==> src/rtl/fetch_unit_if.sv <==
// Strobe, RAM and status bundle between the control unit (master) and the fetch datapath (slave).
// All slave outputs are registered copies of fetch-unit state; there is no handshake or backpressure.
interface fetch_unit_if #(
  parameter int ADDR_W = 8,
  parameter int DATA_W = 8,
  parameter int CNT_W  = 16
);
  logic              mar_we;
  logic [1:0]        ram_in;
  logic              pc_inc;
  logic              mbr_we;
  logic              mbr_mux;
  logic              ir_we;
  logic [DATA_W-1:0] ram_rdata;
  logic [DATA_W-1:0] acc_in;

  logic [ADDR_W-1:0] ram_addr;
  logic [DATA_W-1:0] ram_wdata;
  logic [DATA_W-1:0] fu_ir;
  logic [ADDR_W-1:0] fu_pc;
  logic              ir_valid;
  logic [CNT_W-1:0]  fetch_cnt;
  logic              seq_err;

  modport master (
    output mar_we, ram_in, pc_inc, mbr_we, mbr_mux, ir_we, ram_rdata, acc_in,
    input  ram_addr, ram_wdata, fu_ir, fu_pc, ir_valid, fetch_cnt, seq_err
  );

  modport slave (
    input  mar_we, ram_in, pc_inc, mbr_we, mbr_mux, ir_we, ram_rdata, acc_in,
    output ram_addr, ram_wdata, fu_ir, fu_pc, ir_valid, fetch_cnt, seq_err
  );
endinterface

==> src/rtl/fetch_unit.sv <==
// Fetch datapath (PC/MAR/MBR/IR) with a fetch-protocol monitor; all outputs registered, 1-cycle load latency.
// No backpressure: control-unit strobes are always accepted, the monitor only observes them.
module fetch_unit #(
  parameter int               ADDR_W   = 8,
  parameter int               DATA_W   = 8,
  parameter logic [ADDR_W-1:0] RESET_PC = '0,
  parameter int               CNT_W    = 16
) (
  input  logic      fu_clk,
  input  logic      fu_rst,
  fetch_unit_if.slave fu
);

  typedef enum logic [1:0] {M_IDLE, M_ADDR, M_DATA} mon_t;

  logic [ADDR_W-1:0] pc;
  logic [ADDR_W-1:0] mar;
  logic [DATA_W-1:0] mbr;
  logic [DATA_W-1:0] ir;
  logic              ir_valid;
  logic [CNT_W-1:0]  fetch_cnt;
  logic              seq_err;
  mon_t              mon;

  logic [ADDR_W-1:0] mar_src;
  logic              mar_from_pc;

  assign mar_from_pc = fu.mar_we && (fu.ram_in == 2'b00);

  always_comb begin
    mar_src = mar;
    case (fu.ram_in)
      2'b00:   mar_src = pc;
      2'b01:   mar_src = ADDR_W'(mbr);
      2'b10:   mar_src = ADDR_W'(ir[3:0]);
      default: mar_src = mar;
    endcase
  end

  // Every register samples pre-edge values, so back-to-back strobes chain naturally.
  always_ff @(posedge fu_clk or posedge fu_rst) begin
    if (fu_rst) begin
      pc        <= RESET_PC;
      mar       <= '0;
      mbr       <= '0;
      ir        <= '0;
      ir_valid  <= 1'b0;
      fetch_cnt <= '0;
    end else begin
      if (fu.pc_inc) pc <= pc + ADDR_W'(1);
      if (fu.mar_we) mar <= mar_src;
      if (fu.mbr_we) mbr <= fu.mbr_mux ? fu.acc_in : fu.ram_rdata;
      if (fu.ir_we) begin
        ir        <= mbr;
        ir_valid  <= 1'b1;
        fetch_cnt <= fetch_cnt + CNT_W'(1);
      end
    end
  end

  // Monitor: an instruction fetch must go address -> data -> IR; operand traffic in M_IDLE is legal.
  always_ff @(posedge fu_clk or posedge fu_rst) begin
    if (fu_rst) begin
      mon     <= M_IDLE;
      seq_err <= 1'b0;
    end else begin
      case (mon)
        M_IDLE: begin
          if (fu.pc_inc && !fu.mar_we) seq_err <= 1'b1;
          if (mar_from_pc) mon <= M_ADDR;
        end
        M_ADDR: begin
          if (fu.mbr_we && !fu.mbr_mux) begin
            mon <= M_DATA;
          end else if (fu.ir_we) begin
            seq_err <= 1'b1;
            mon     <= M_IDLE;
          end
        end
        M_DATA: begin
          if (fu.ir_we) begin
            mon <= M_IDLE;
          end else if (mar_from_pc) begin
            seq_err <= 1'b1;
            mon     <= M_ADDR;
          end
        end
        default: mon <= M_IDLE;
      endcase
    end
  end

  assign fu.ram_addr  = mar;
  assign fu.ram_wdata = mbr;
  assign fu.fu_ir     = ir;
  assign fu.fu_pc     = pc;
  assign fu.ir_valid  = ir_valid;
  assign fu.fetch_cnt = fetch_cnt;
  assign fu.seq_err   = seq_err;

endmodule

==> src/flat_wrapper.sv <==
// flat-port wrapper written by rule: the top's interface ports become plain ports
module fetch_unit_flat 
#(
  parameter int               ADDR_W   = 8,
  parameter int               DATA_W   = 8,
  parameter logic [ADDR_W-1:0] RESET_PC = '0,
  parameter int               CNT_W    = 16
)
  (fu_clk, fu_rst, fu_mar_we, fu_ram_in, fu_pc_inc, fu_mbr_we, fu_mbr_mux, fu_ir_we, fu_ram_rdata, fu_acc_in, fu_ram_addr, fu_ram_wdata, fu_fu_ir, fu_fu_pc, fu_ir_valid, fu_fetch_cnt, fu_seq_err);
  fetch_unit_if #(.ADDR_W(ADDR_W), .DATA_W(DATA_W), .CNT_W(CNT_W)) fu_i ();
  input  logic fu_clk;
  input  logic fu_rst;
  input wire logic [$bits(fu_i.mar_we)-1:0] fu_mar_we;
  input wire logic [$bits(fu_i.ram_in)-1:0] fu_ram_in;
  input wire logic [$bits(fu_i.pc_inc)-1:0] fu_pc_inc;
  input wire logic [$bits(fu_i.mbr_we)-1:0] fu_mbr_we;
  input wire logic [$bits(fu_i.mbr_mux)-1:0] fu_mbr_mux;
  input wire logic [$bits(fu_i.ir_we)-1:0] fu_ir_we;
  input wire logic [$bits(fu_i.ram_rdata)-1:0] fu_ram_rdata;
  input wire logic [$bits(fu_i.acc_in)-1:0] fu_acc_in;
  output wire logic [$bits(fu_i.ram_addr)-1:0] fu_ram_addr;
  output wire logic [$bits(fu_i.ram_wdata)-1:0] fu_ram_wdata;
  output wire logic [$bits(fu_i.fu_ir)-1:0] fu_fu_ir;
  output wire logic [$bits(fu_i.fu_pc)-1:0] fu_fu_pc;
  output wire logic [$bits(fu_i.ir_valid)-1:0] fu_ir_valid;
  output wire logic [$bits(fu_i.fetch_cnt)-1:0] fu_fetch_cnt;
  output wire logic [$bits(fu_i.seq_err)-1:0] fu_seq_err;
  assign fu_i.mar_we = fu_mar_we;
  assign fu_i.ram_in = fu_ram_in;
  assign fu_i.pc_inc = fu_pc_inc;
  assign fu_i.mbr_we = fu_mbr_we;
  assign fu_i.mbr_mux = fu_mbr_mux;
  assign fu_i.ir_we = fu_ir_we;
  assign fu_i.ram_rdata = fu_ram_rdata;
  assign fu_i.acc_in = fu_acc_in;
  assign fu_ram_addr = fu_i.ram_addr;
  assign fu_ram_wdata = fu_i.ram_wdata;
  assign fu_fu_ir = fu_i.fu_ir;
  assign fu_fu_pc = fu_i.fu_pc;
  assign fu_ir_valid = fu_i.ir_valid;
  assign fu_fetch_cnt = fu_i.fetch_cnt;
  assign fu_seq_err = fu_i.seq_err;
  fetch_unit #(.ADDR_W(ADDR_W), .DATA_W(DATA_W), .RESET_PC(RESET_PC), .CNT_W(CNT_W)) u_core (.fu_clk(fu_clk), .fu_rst(fu_rst), .fu(fu_i));
endmodule
==> config.mk <==
export PLATFORM = sky130hd
export DESIGN_NAME = fetch_unit_flat
export DESIGN_NICKNAME = d
export VERILOG_FILES = /design/src/rtl/fetch_unit_if.sv /design/src/rtl/fetch_unit.sv /design/src/flat_wrapper.sv
export SDC_FILE = /design/constraint.sdc
export NUM_CORES = 1
export LEC_CHECK = 0
export ABC_AREA = 1
export CAP_MARGIN = 20
export CORE_MARGIN = 5
export CORE_UTILIZATION = 45
export DETAILED_ROUTE_END_ITERATION = 6
export HOLD_SLACK_MARGIN = 0.08
export PLACE_DENSITY = 0.81
export SYNTH_ARGS = -nofsm -noshare
export SYNTH_HDL_FRONTEND = slang
export SYNTH_SLANG_ARGS = --single-unit
==> constraint.sdc <==
create_clock -name fu_clk -period 2.1 [get_ports fu_clk]
set_clock_uncertainty 0.05 [all_clocks]
set_input_delay 0.42 -clock fu_clk [delete_from_list [all_inputs] [get_ports fu_clk]]
set_output_delay 0.42 -clock fu_clk [all_outputs]
set_load 0.1 [all_outputs]
==> flow_metrics.tcl, run 1 <==
set metrics [dict create \
    status "finished clean" \
    syn-num-nets 320 \
    postCtsHoldBufs 0 \
    peakVddDrop_v 0.000917 \
    n_fill_cell 471 \
    antennaDiodeCount 0 \
    yosysSeqAreaShare_pct 51.2 \
    gp_congestion 0.773 \
    rsz0062_at_grt "no" \
    grt_use_total_pct 16.5 \
    cp_max_fo 9 \
    maxCapViolCount 0 \
    fin_tns_setup_ns 0 \
    cp-start-kind "primary input" \
    grt_pass1_vias 2192 \
    viasPerCell 4.92 \
    r2r-end "u_core.fu.fetch_cnt[14]$_DFFE_PP0P_" \
    cts_resized 0 \
    clockBufferDepth 2 \
    core_mm2 0.00551 \
    cp.required_ns 2.25 \
    dieArea_mm2 0.00725 \
    drc 0 \
    dp_hpwl_mm 4.55 \
    clock_latency_ns 0.30 \
    power_density_mw_per_mm2 1330 \
    syn_to_final_growth_pct 32.7 \
    io_pins 75 \
    cts.sinks 52 \
    finalSetupViolCount 0 \
    root_buffer "clkbuf_8" \
    path_clk_slew_ns 0.09 \
    cp.arrival_ns 1.85 \
    syn_inst 289 \
    synth_area_leaders "dfrtp_1 (51%), nand2_1 (9.0%), inv_1 (6.4%)" \
    drtPass1Iterations 4 \
    grt_pass1_wl_mm 9.81 \
    tightestPinTransition_ns 0.419 \
    finalPower_uw 4490 \
    synth_top_area_share_pct 51.2 \
    layout_common_cells "nand2_1 (61), dfrtp_1 (52), buf_4 (50)" \
    wl_per_cell_um 12.9 \
    p_leak_uw 0.00173 \
    syn_area_per_cell_um2 8.79 \
    fin_crit_ns 1.70 \
    dp_cells 432 \
    portBuffers 74 \
    fin_nets 398 \
    final_common_cell "nand2_1" \
    antenna_left 0 \
    r2r_slack_ns 0.75 \
    vias 2164 \
    max_slew_margin_pct 72.0 \
    rr_startpoint "u_core.fu.fetch_cnt[0]$_DFFE_PP0P_" \
    stdcell_count 440 \
    slew_viol_final 0 \
    synthesis.area_mm2 0.00254 \
    start_util_pct 46.1 \
    synth_warnings 0 \
    grt_max_degree 35 \
    period_share_pct 81.0 \
    numCtsBuffers 5 \
    overflow 0 \
    critPathCaptureType "flop" \
    path_class "primary input to flop" \
    drt_first_iter_violations 37 \
    r2r_cells 6 \
    synth_seq_cells 52 \
    max_freq_mhz 588 \
    fin_util_pct 61.3 \
    die_y_um 85.1 \
    wl_mm 5.69 \
    antenna_found_initial 0 \
    hold_class "primary input to asynchronous set/reset pin" \
    die_w_um 85.1 \
    htreeDepth 2 \
    cts_tree "done" \
    row_count 27 \
    drive_gt1_share_pct 22.0 \
    finalHoldViolCount 0 \
    post-cts-setup-buffers 0 \
    synth_cell_types 26 \
    yosysTopAreaCell "dfrtp_1" \
]
-- critical path, stage by stage --
cell             delay, ns
clkdlybuf4s50_1       0.51
inv_1                 0.07
ha_1                  0.37
inv_1                 0.23
a21oi_1               0.10
o21ai_0               0.08
nand2_1               0.07
-- worst max path at each step --
stage                                                  start                                   to  slack (ns)  cells after the start
after CTS                                       fu_ram_in[0]    u_core.fu.ram_addr[2]$_DFFE_PP0P_        0.40                      7
after global routing                            fu_ram_in[0]    u_core.fu.ram_addr[3]$_DFFE_PP0P_        0.23                      7
final                                           fu_ram_in[0]    u_core.fu.ram_addr[1]$_DFFE_PP0P_        0.40                      7
after floorplan           u_core.fu.fetch_cnt[0]$_DFFE_PP0P_  u_core.fu.fetch_cnt[12]$_DFFE_PP0P_        0.16                      6
after detailed placement                        fu_ram_in[0]    u_core.fu.ram_addr[2]$_DFFE_PP0P_        0.07                      7
after global placement                          fu_ram_in[0]    u_core.fu.ram_addr[2]$_DFFE_PP0P_        0.15                      7
-- synth_stat cells --
cell / n
a21oi_1: 6
a22oi_1: 1
a32o_1: 1
buf_2: 3
buf_6: 2
clkbuf_1: 1
dfrtp_1: 52
ha_1: 6
inv_1: 43
inv_2: 1
nand2_1: 61
nand2_2: 6
nand2_4: 2
nand3_1: 9
nand3b_1: 1
nand4_1: 4
nor2_1: 22
nor2_2: 6
nor2_4: 3
nor3_1: 2
nor3_4: 1
o21ai_0: 23
o22ai_1: 15
or2_2: 1
xnor2_1: 3
xor2_1: 14
-- through the flow --
stage | setup slack (ns) | cell area, µm² | hold WS, ns
after global routing | 0.230 | 3370 | 0.403
after CTS | 0.398 | 3370 | 0.384
after detailed placement | 0.0743 | 3270 | 0.412
after global placement | 0.150 | 3270 | 0.408
after floorplan | 0.161 | 2540 | 0.457
final | 0.400 | 3370 | 0.374
-- flip-flops by register name (all words and copies together), names as in the netlist --
name and count:
u_core.fu.fu_pc 8, u_core.mon 2, u_core.fu.ram_addr 8, u_core.fu.ram_wdata 8
u_core.fu.seq_err 1, u_core.fu.fetch_cnt 16, u_core.fu.ir_valid 1, u_core.fu.fu_ir 8
-- final cells by class --
cell class,instances,area (µm²),share of cell area [%]
flip-flops and latches,52,1300,38.6
clock inverters,2,35.0,1.04
inverters,44,165,4.90
multi-input cells,187,1030,30.6
clock buffers,6,72.6,2.15
well taps,72,90.1,2.67
repair buffers,77,676,20.0
-- cells by family (layout without fill, tap and decap cells) --
kind of cell,count (synthesis),count (layout),share of synthesized area (%)
AO/OA/AOI/OAI,46,46,10.1
flip-flops,52,52,51.2
AND/OR/NAND/NOR,118,118,21.8
adder cells (fa/ha/maj),6,6,2.95
XOR/XNOR,17,17,5.86
buffers and inverters,50,129,8.12
-- where the power goes --
group | leakage, µW | internal (µW) | switching [µW]
Clock | 0.0000552 | 354 | 328
Sequential | 0.000645 | 1200 | 236
Combinational | 0.00103 | 522 | 1850
-- metal layers --
metal	global-route usage, %	share of wire [%]
met5	0	0
met4	4.89	1.5
met3	5.83	9.1
met2	29.7	49
met1	18.2	40
No activity file was read; power rests on OpenSTA's default activity.
==> inputs of run 2 (changes only) <==
--- a/config.mk
+++ b/config.mk
@@ -8,7 +8,7 @@
 export ABC_AREA = 1
 export CAP_MARGIN = 20
 export CORE_MARGIN = 5
-export CORE_UTILIZATION = 45
+export CORE_UTILIZATION = 43
 export DETAILED_ROUTE_END_ITERATION = 6
 export HOLD_SLACK_MARGIN = 0.08
 export PLACE_DENSITY = 0.81
==> constraint.sdc (replaced) <==
create_clock -name fu_clk -period 1.55 [get_ports fu_clk]
set_clock_uncertainty 0.05 [all_clocks]
set_input_delay 0.31 -clock fu_clk [delete_from_list [all_inputs] [get_ports fu_clk]]
set_output_delay 0.31 -clock fu_clk [all_outputs]
set_load 0.1 [all_outputs]
==> flow_metrics.tcl, run 2 (same netlist as run 1, synthesis figures left out) <==
set metrics [dict create \
    status "finished clean" \
    peakVddDrop_v 0.00176 \
    start_util_pct 43.7 \
    fin_area_mm2 0.00420 \
    p_leak_uw 0.00199 \
    fin_crit_ns 1.51 \
    crit_top_cell "nand2_1" \
    hold_class "primary input to asynchronous set/reset pin" \
    swShare_pct 48.5 \
    power_density_mw_per_mm2 1700 \
    clockBufferDepth 2 \
    grt_max_degree 25 \
    postCtsHoldBufs 0 \
    path_class "primary input to flop" \
    stdcell_count 460 \
    cts.sinks 52 \
    antennaDiodeCount 0 \
    core_mm2 0.00582 \
    die_y_um 86.9 \
    tightestPinTransition_ns 0.335 \
    grt_pass1_wl_mm 11.3 \
    maxCapViolCount 0 \
    htreeDepth 2 \
    cp_max_fo 5 \
    cts_tree "done" \
    max_slew_margin_pct 77.6 \
    clock_latency_ns 0.31 \
    io_pins 75 \
    dp_hpwl_mm 5.48 \
    top_register "u_core.fu.fetch_cnt" \
    whs_ns 0.277 \
    critPathCaptureType "flop" \
    cp.arrival_ns 1.68 \
    post-cts-setup-buffers 0 \
    drt_first_iter_violations 42 \
    layout_common_cells "nand2_1 (61), buf_12 (53), inv_1 (41)" \
    slew_viol_final 0 \
    wl_per_cell_um 14.6 \
    vias 2304 \
    numCtsBuffers 5 \
    path_clk_slew_ns 0.10 \
    rsz0062_at_grt "no" \
    dp_cells 452 \
    finalHoldViolCount 0 \
    placed_area_mm2 0.00407 \
    antenna_found_initial 0 \
    seqPwrFrac_pct 29.9 \
    root_buffer "clkbuf_8" \
    antenna_left 0 \
    grt_use_total_pct 19.1 \
    power_frac_comb_pct 54.9 \
    pwr-share-clk_pct 15.2 \
    gp_congestion 0.877 \
    die_w_um 86.9 \
    period_share_pct 97.7 \
    largest_register_ffs 16 \
    crit_chain "clkdlybuf4s50_1, inv_1, ha_1, buf_4, nand2_1, o22ai_1, nand2_1, nand2_1" \
    slowest_stage "clkdlybuf4s50_1" \
    row_count 28 \
    drive_gt1_share_pct 31.4 \
    finalSetupViolCount 0 \
    dieArea_mm2 0.00755 \
    grt_pass1_vias 2391 \
    syn_to_final_growth_pct 65.2 \
    r2r_slack_ns 0.25 \
    max_freq_mhz 660 \
    wl_mm 6.71 \
    portBuffers 74 \
    fin_nets 415 \
    internal_power_uw 3670 \
    overflow 0 \
    cp-start-kind "primary input" \
    final_common_cell "nand2_1" \
    cp.required_ns 1.71 \
    power.switching_uw 3460 \
    drtPass1Iterations 4 \
    drc 0 \
    n_fill_cell 413 \
    max_stage_delay_ns 0.49 \
    viasPerCell 5.01 \
]
## run 2: changes by cell type in the layout (fill, tap and decap cells not counted), sizes merged
cell      change
bufinv        +1
inv           -1
clkinvlp      +1
buf          +17
clkinv        -1
## run 2: area by class of cell
class | instances | area, µm² | area share (%)
repair buffers | 94 | 1430 | 34.0
flip-flops and latches | 52 | 1330 | 31.6
multi-input cells | 187 | 1050 | 24.9
inverters | 44 | 169 | 4.02
well taps | 75 | 93.8 | 2.24
clock buffers | 6 | 72.6 | 1.73
clock inverters | 2 | 60.1 | 1.43
## run 2: power by group through the flow
stage                     Combinational [µW]  Sequential [µW]  Clock (µW)
after floorplan                          580             3880           0
after global placement                  3870             2140           0
after detailed placement                3950             2150           0
after CTS                               3950             2130        1100
after global routing                    4050             2180        1160
final                                   3910             2130        1080
## run 2: path summary, 6_finish.rpt
path	start	end	depth (start not counted)
worst max-delay path	fu_ram_in[0]	u_core.fu.ram_addr[6]$_DFFE_PP0P_	8
worst min-delay path	fu_rst	u_core.fu.fetch_cnt[4]$_DFFE_PP0P_	2
worst max register to register	u_core.fu.fetch_cnt[0]$_DFFE_PP0P_	u_core.fu.fetch_cnt[12]$_DFFE_PP0P_	6
worst min register to register	u_core.fu.fetch_cnt[12]$_DFFE_PP0P_	u_core.fu.fetch_cnt[12]$_DFFE_PP0P_	1
max in group asynchronous	fu_rst	u_core.fu.fetch_cnt[13]$_DFFE_PP0P_	3
min in group fu_clk	u_core.fu.fetch_cnt[12]$_DFFE_PP0P_	u_core.fu.fetch_cnt[12]$_DFFE_PP0P_	1
## run 2: metal layers
metal	up-vias	wire (µm)	track usage (%)	part of all wire, %
li1	1107	-	-	-
met1	1093	2550	21.1	38
met2	84	3450	33.8	51
met3	20	517	6.43	7.7
met4	0	195	7.22	2.9
met5	-	0	0	0
## run 2: critical path, delay by kind of cell
kind	cells	cell delay (ns)
AO/OA/AOI/OAI	1	0.09
adder cells (fa/ha/maj)	1	0.32
AND/OR/NAND/NOR	3	0.23
buffers and inverters	3	0.72
## run 2: what timing repair did
item,in CTS,in global routing
gates resized for setup,0,1
endpoints found under the setup margin,0,4
endpoints found under the hold margin,0,0
## run 2: stage by stage
stage	utilization [%]	setup slack [ns]	total power (µW)	TNS [ns]
after floorplan	-	-0.0250	4460	-0.0341
after global routing	72.2	0.00454	7390	0
final	72.2	0.0358	7130	0
after CTS	72.2	0.0361	7180	0
after global placement	69.9	-0.168	6010	-2.08
after detailed placement	69.9	-0.300	6100	-3.69
==> inputs of run 3 (changes only) <==
--- a/config.mk
+++ b/config.mk
@@ -8,8 +8,9 @@
 export ABC_AREA = 1
 export CAP_MARGIN = 20
 export CORE_MARGIN = 5
-export CORE_UTILIZATION = 43
+export CORE_UTILIZATION = 45
 export DETAILED_ROUTE_END_ITERATION = 6
+export GPL_TIMING_DRIVEN = 0
 export HOLD_SLACK_MARGIN = 0.08
 export PLACE_DENSITY = 0.81
 export SYNTH_ARGS = -nofsm -noshare
==> constraint.sdc (replaced) <==
create_clock -name fu_clk -period 1.45 [get_ports fu_clk]
set_clock_uncertainty 0.05 [all_clocks]
set_input_delay 0.29 -clock fu_clk [delete_from_list [all_inputs] [get_ports fu_clk]]
set_output_delay 0.29 -clock fu_clk [all_outputs]
set_load 0.1 [all_outputs]
==> flow_metrics.tcl, run 3 (same netlist as run 1, synthesis figures left out) <==
set metrics [dict create \
    cp.buffers_inverters 1 \
    max_slew_margin_pct 77.6 \
    numCtsBuffers 5 \
    largest_register_ffs 16 \
    p_leak_uw 0.00172 \
    crit_family "flip-flops" \
    layout_common_cells "nand2_1 (61), buf_4 (46), inv_1 (39)" \
    internal_power_uw 2890 \
    clock_latency_ns 0.31 \
    swShare_pct 55.0 \
    drive_gt1_share_pct 31.3 \
    portBuffers 72 \
    wl_per_cell_um 13.6 \
    stdcell_count 446 \
    period_share_pct 97.3 \
    path_class "flop to primary output" \
    seqPwrFrac_pct 34.0 \
    row_count 27 \
    slew_viol_final 0 \
    r2r-end "u_core.fu.fetch_cnt[12]$_DFFE_PP0P_" \
    die_w_um 85.1 \
    gp_congestion 0.772 \
    drc 0 \
    antenna_left 0 \
    cp_max_fo 7 \
    dp_hpwl_mm 4.48 \
    path_clk_slew_ns 0.10 \
    vias 2149 \
    max_freq_mhz 709 \
    fin_nets 404 \
    cts_tree "done" \
    whs_ns 0.168 \
    fin_crit_ns 1.41 \
    r2r_slack_ns 0.14 \
    hold_class "primary input to flop" \
    fin_area_mm2 0.00346 \
    grt_use_total_pct 17.0 \
    power_density_mw_per_mm2 1860 \
    core_mm2 0.00551 \
    top_register "u_core.fu.fetch_cnt" \
    status "finished clean" \
    rr_startpoint "u_core.fu.fetch_cnt[1]$_DFFE_PP0P_" \
    die_y_um 85.1 \
    tightestPinTransition_ns 0.336 \
    antenna_found_initial 0 \
    power_frac_comb_pct 53.4 \
    htreeDepth 2 \
    viasPerCell 4.82 \
    io_pins 75 \
    dieArea_mm2 0.00725 \
    fin_tns_setup_ns 0 \
    min_path_cells 2 \
    slowest_stage "dfrtp_2" \
    cts.sinks 52 \
    overflow 0 \
    final_common_cell "nand2_1" \
    drtPass1Iterations 4 \
    finalHoldViolCount 0 \
    crit_chain "buf_4" \
    worstHoldStart "fu_ir_we" \
    critPathLaunch "u_core.fu.fu_pc[3]$_DFFE_PP0P_" \
    dp_cells 434 \
    pwr-share-clk_pct 12.7 \
    antennaDiodeCount 0 \
    finalSetupViolCount 0 \
    place_ws_ns -0.469 \
    syn_to_final_growth_pct 36.2 \
    root_buffer "clkbuf_8" \
    grt_pass1_wl_mm 9.98 \
    drt_first_iter_violations 112 \
    r2r_cells 6 \
    cp.required_ns 1.11 \
    hold_path_end "u_core.fu.fetch_cnt[0]$_DFFE_PP0P_" \
    wl_mm 6.06 \
    cp.arrival_ns 1.07 \
    critPathCaptureType "primary output" \
    peakVddDrop_v 0.00158 \
    cp-start-kind "flop" \
    grt_pass1_vias 2131 \
    clockBufferDepth 2 \
    start_util_pct 46.1 \
    postCtsHoldBufs 0 \
    max_stage_delay_ns 0.44 \
    grt_max_degree 42 \
    placed_area_mm2 0.00344 \
    rsz0062_at_grt "no" \
    setup_ws_ns 0.0391 \
    maxCapViolCount 0 \
    power.switching_uw 3530 \
]
[run 3: cell types whose count changed in the layout (fill, tap and decap cells not counted), sizes merged]
cell / change
clkinvlp: +2
buf: -18
dlymetal6s2s: +2
clkdlybuf4s50: -4
clkbuf: +8
bufinv: -2
clkinv: +1
[run 3: cell type report]
cell class | count | area, µm²
Clock buffer | 6 | 72.6
Inverter | 44 | 169
Fill cell | 477 | 2050
Tap cell | 72 | 90.1
Sequential cell | 52 | 1360
Clock inverter | 2 | 12.5
Multi-Input combinational cell | 187 | 1070
Timing Repair inverter | 1 | 7.51
Timing Repair Buffer | 76 | 643
Buffer | 6 | 41.3
[run 3: per-stage QoR]
step,power [µW],util (%)
floorplan,4830,-
global placement,5640,62.2
detailed placement,5700,62.5
CTS,6440,61.8
global route,6720,62.8
finish,6420,62.8
[run 3: power by group through the flow]
stage	Clock [µW]	Combinational [µW]	Sequential, µW
detailed placement	0	3500	2200
CTS	833	3420	2180
floorplan	0	619	4210
finish	813	3430	2180
global route	887	3600	2230
global placement	0	3460	2180
[run 3: worst max-delay path by stage]
stage	slack, ns	end	cells past startpoint
after CTS	0.0007	fu_ram_addr[6]	1
after global routing	0.002	fu_fu_pc[3]	1
after detailed placement	-0.47	fu_fetch_cnt[0]	1
after floorplan	-0.01	u_core.fu.fetch_cnt[12]$_DFFE_PP0P_	6
final	0.04	fu_fu_pc[3]	1
after global placement	-0.47	fu_fetch_cnt[0]	1
[run 3: repair_timing]
item,4_1_cts,5_1_grt
pin swaps,0,2
endpoints found under the setup margin,55,13
resized for setup,297,16
setup buffers,0,3
gates cloned,1,0
[run 3: routing by layer]
layer	wire length, µm	vias to the layer above	part of all wire (%)	track usage [%]
met5	0	-	0	0
met4	62	0	1.0	3.88
met3	536	5	8.8	6.02
met2	2850	70	47	28.0
met1	2610	990	43	21.6
li1	-	1084	-	-
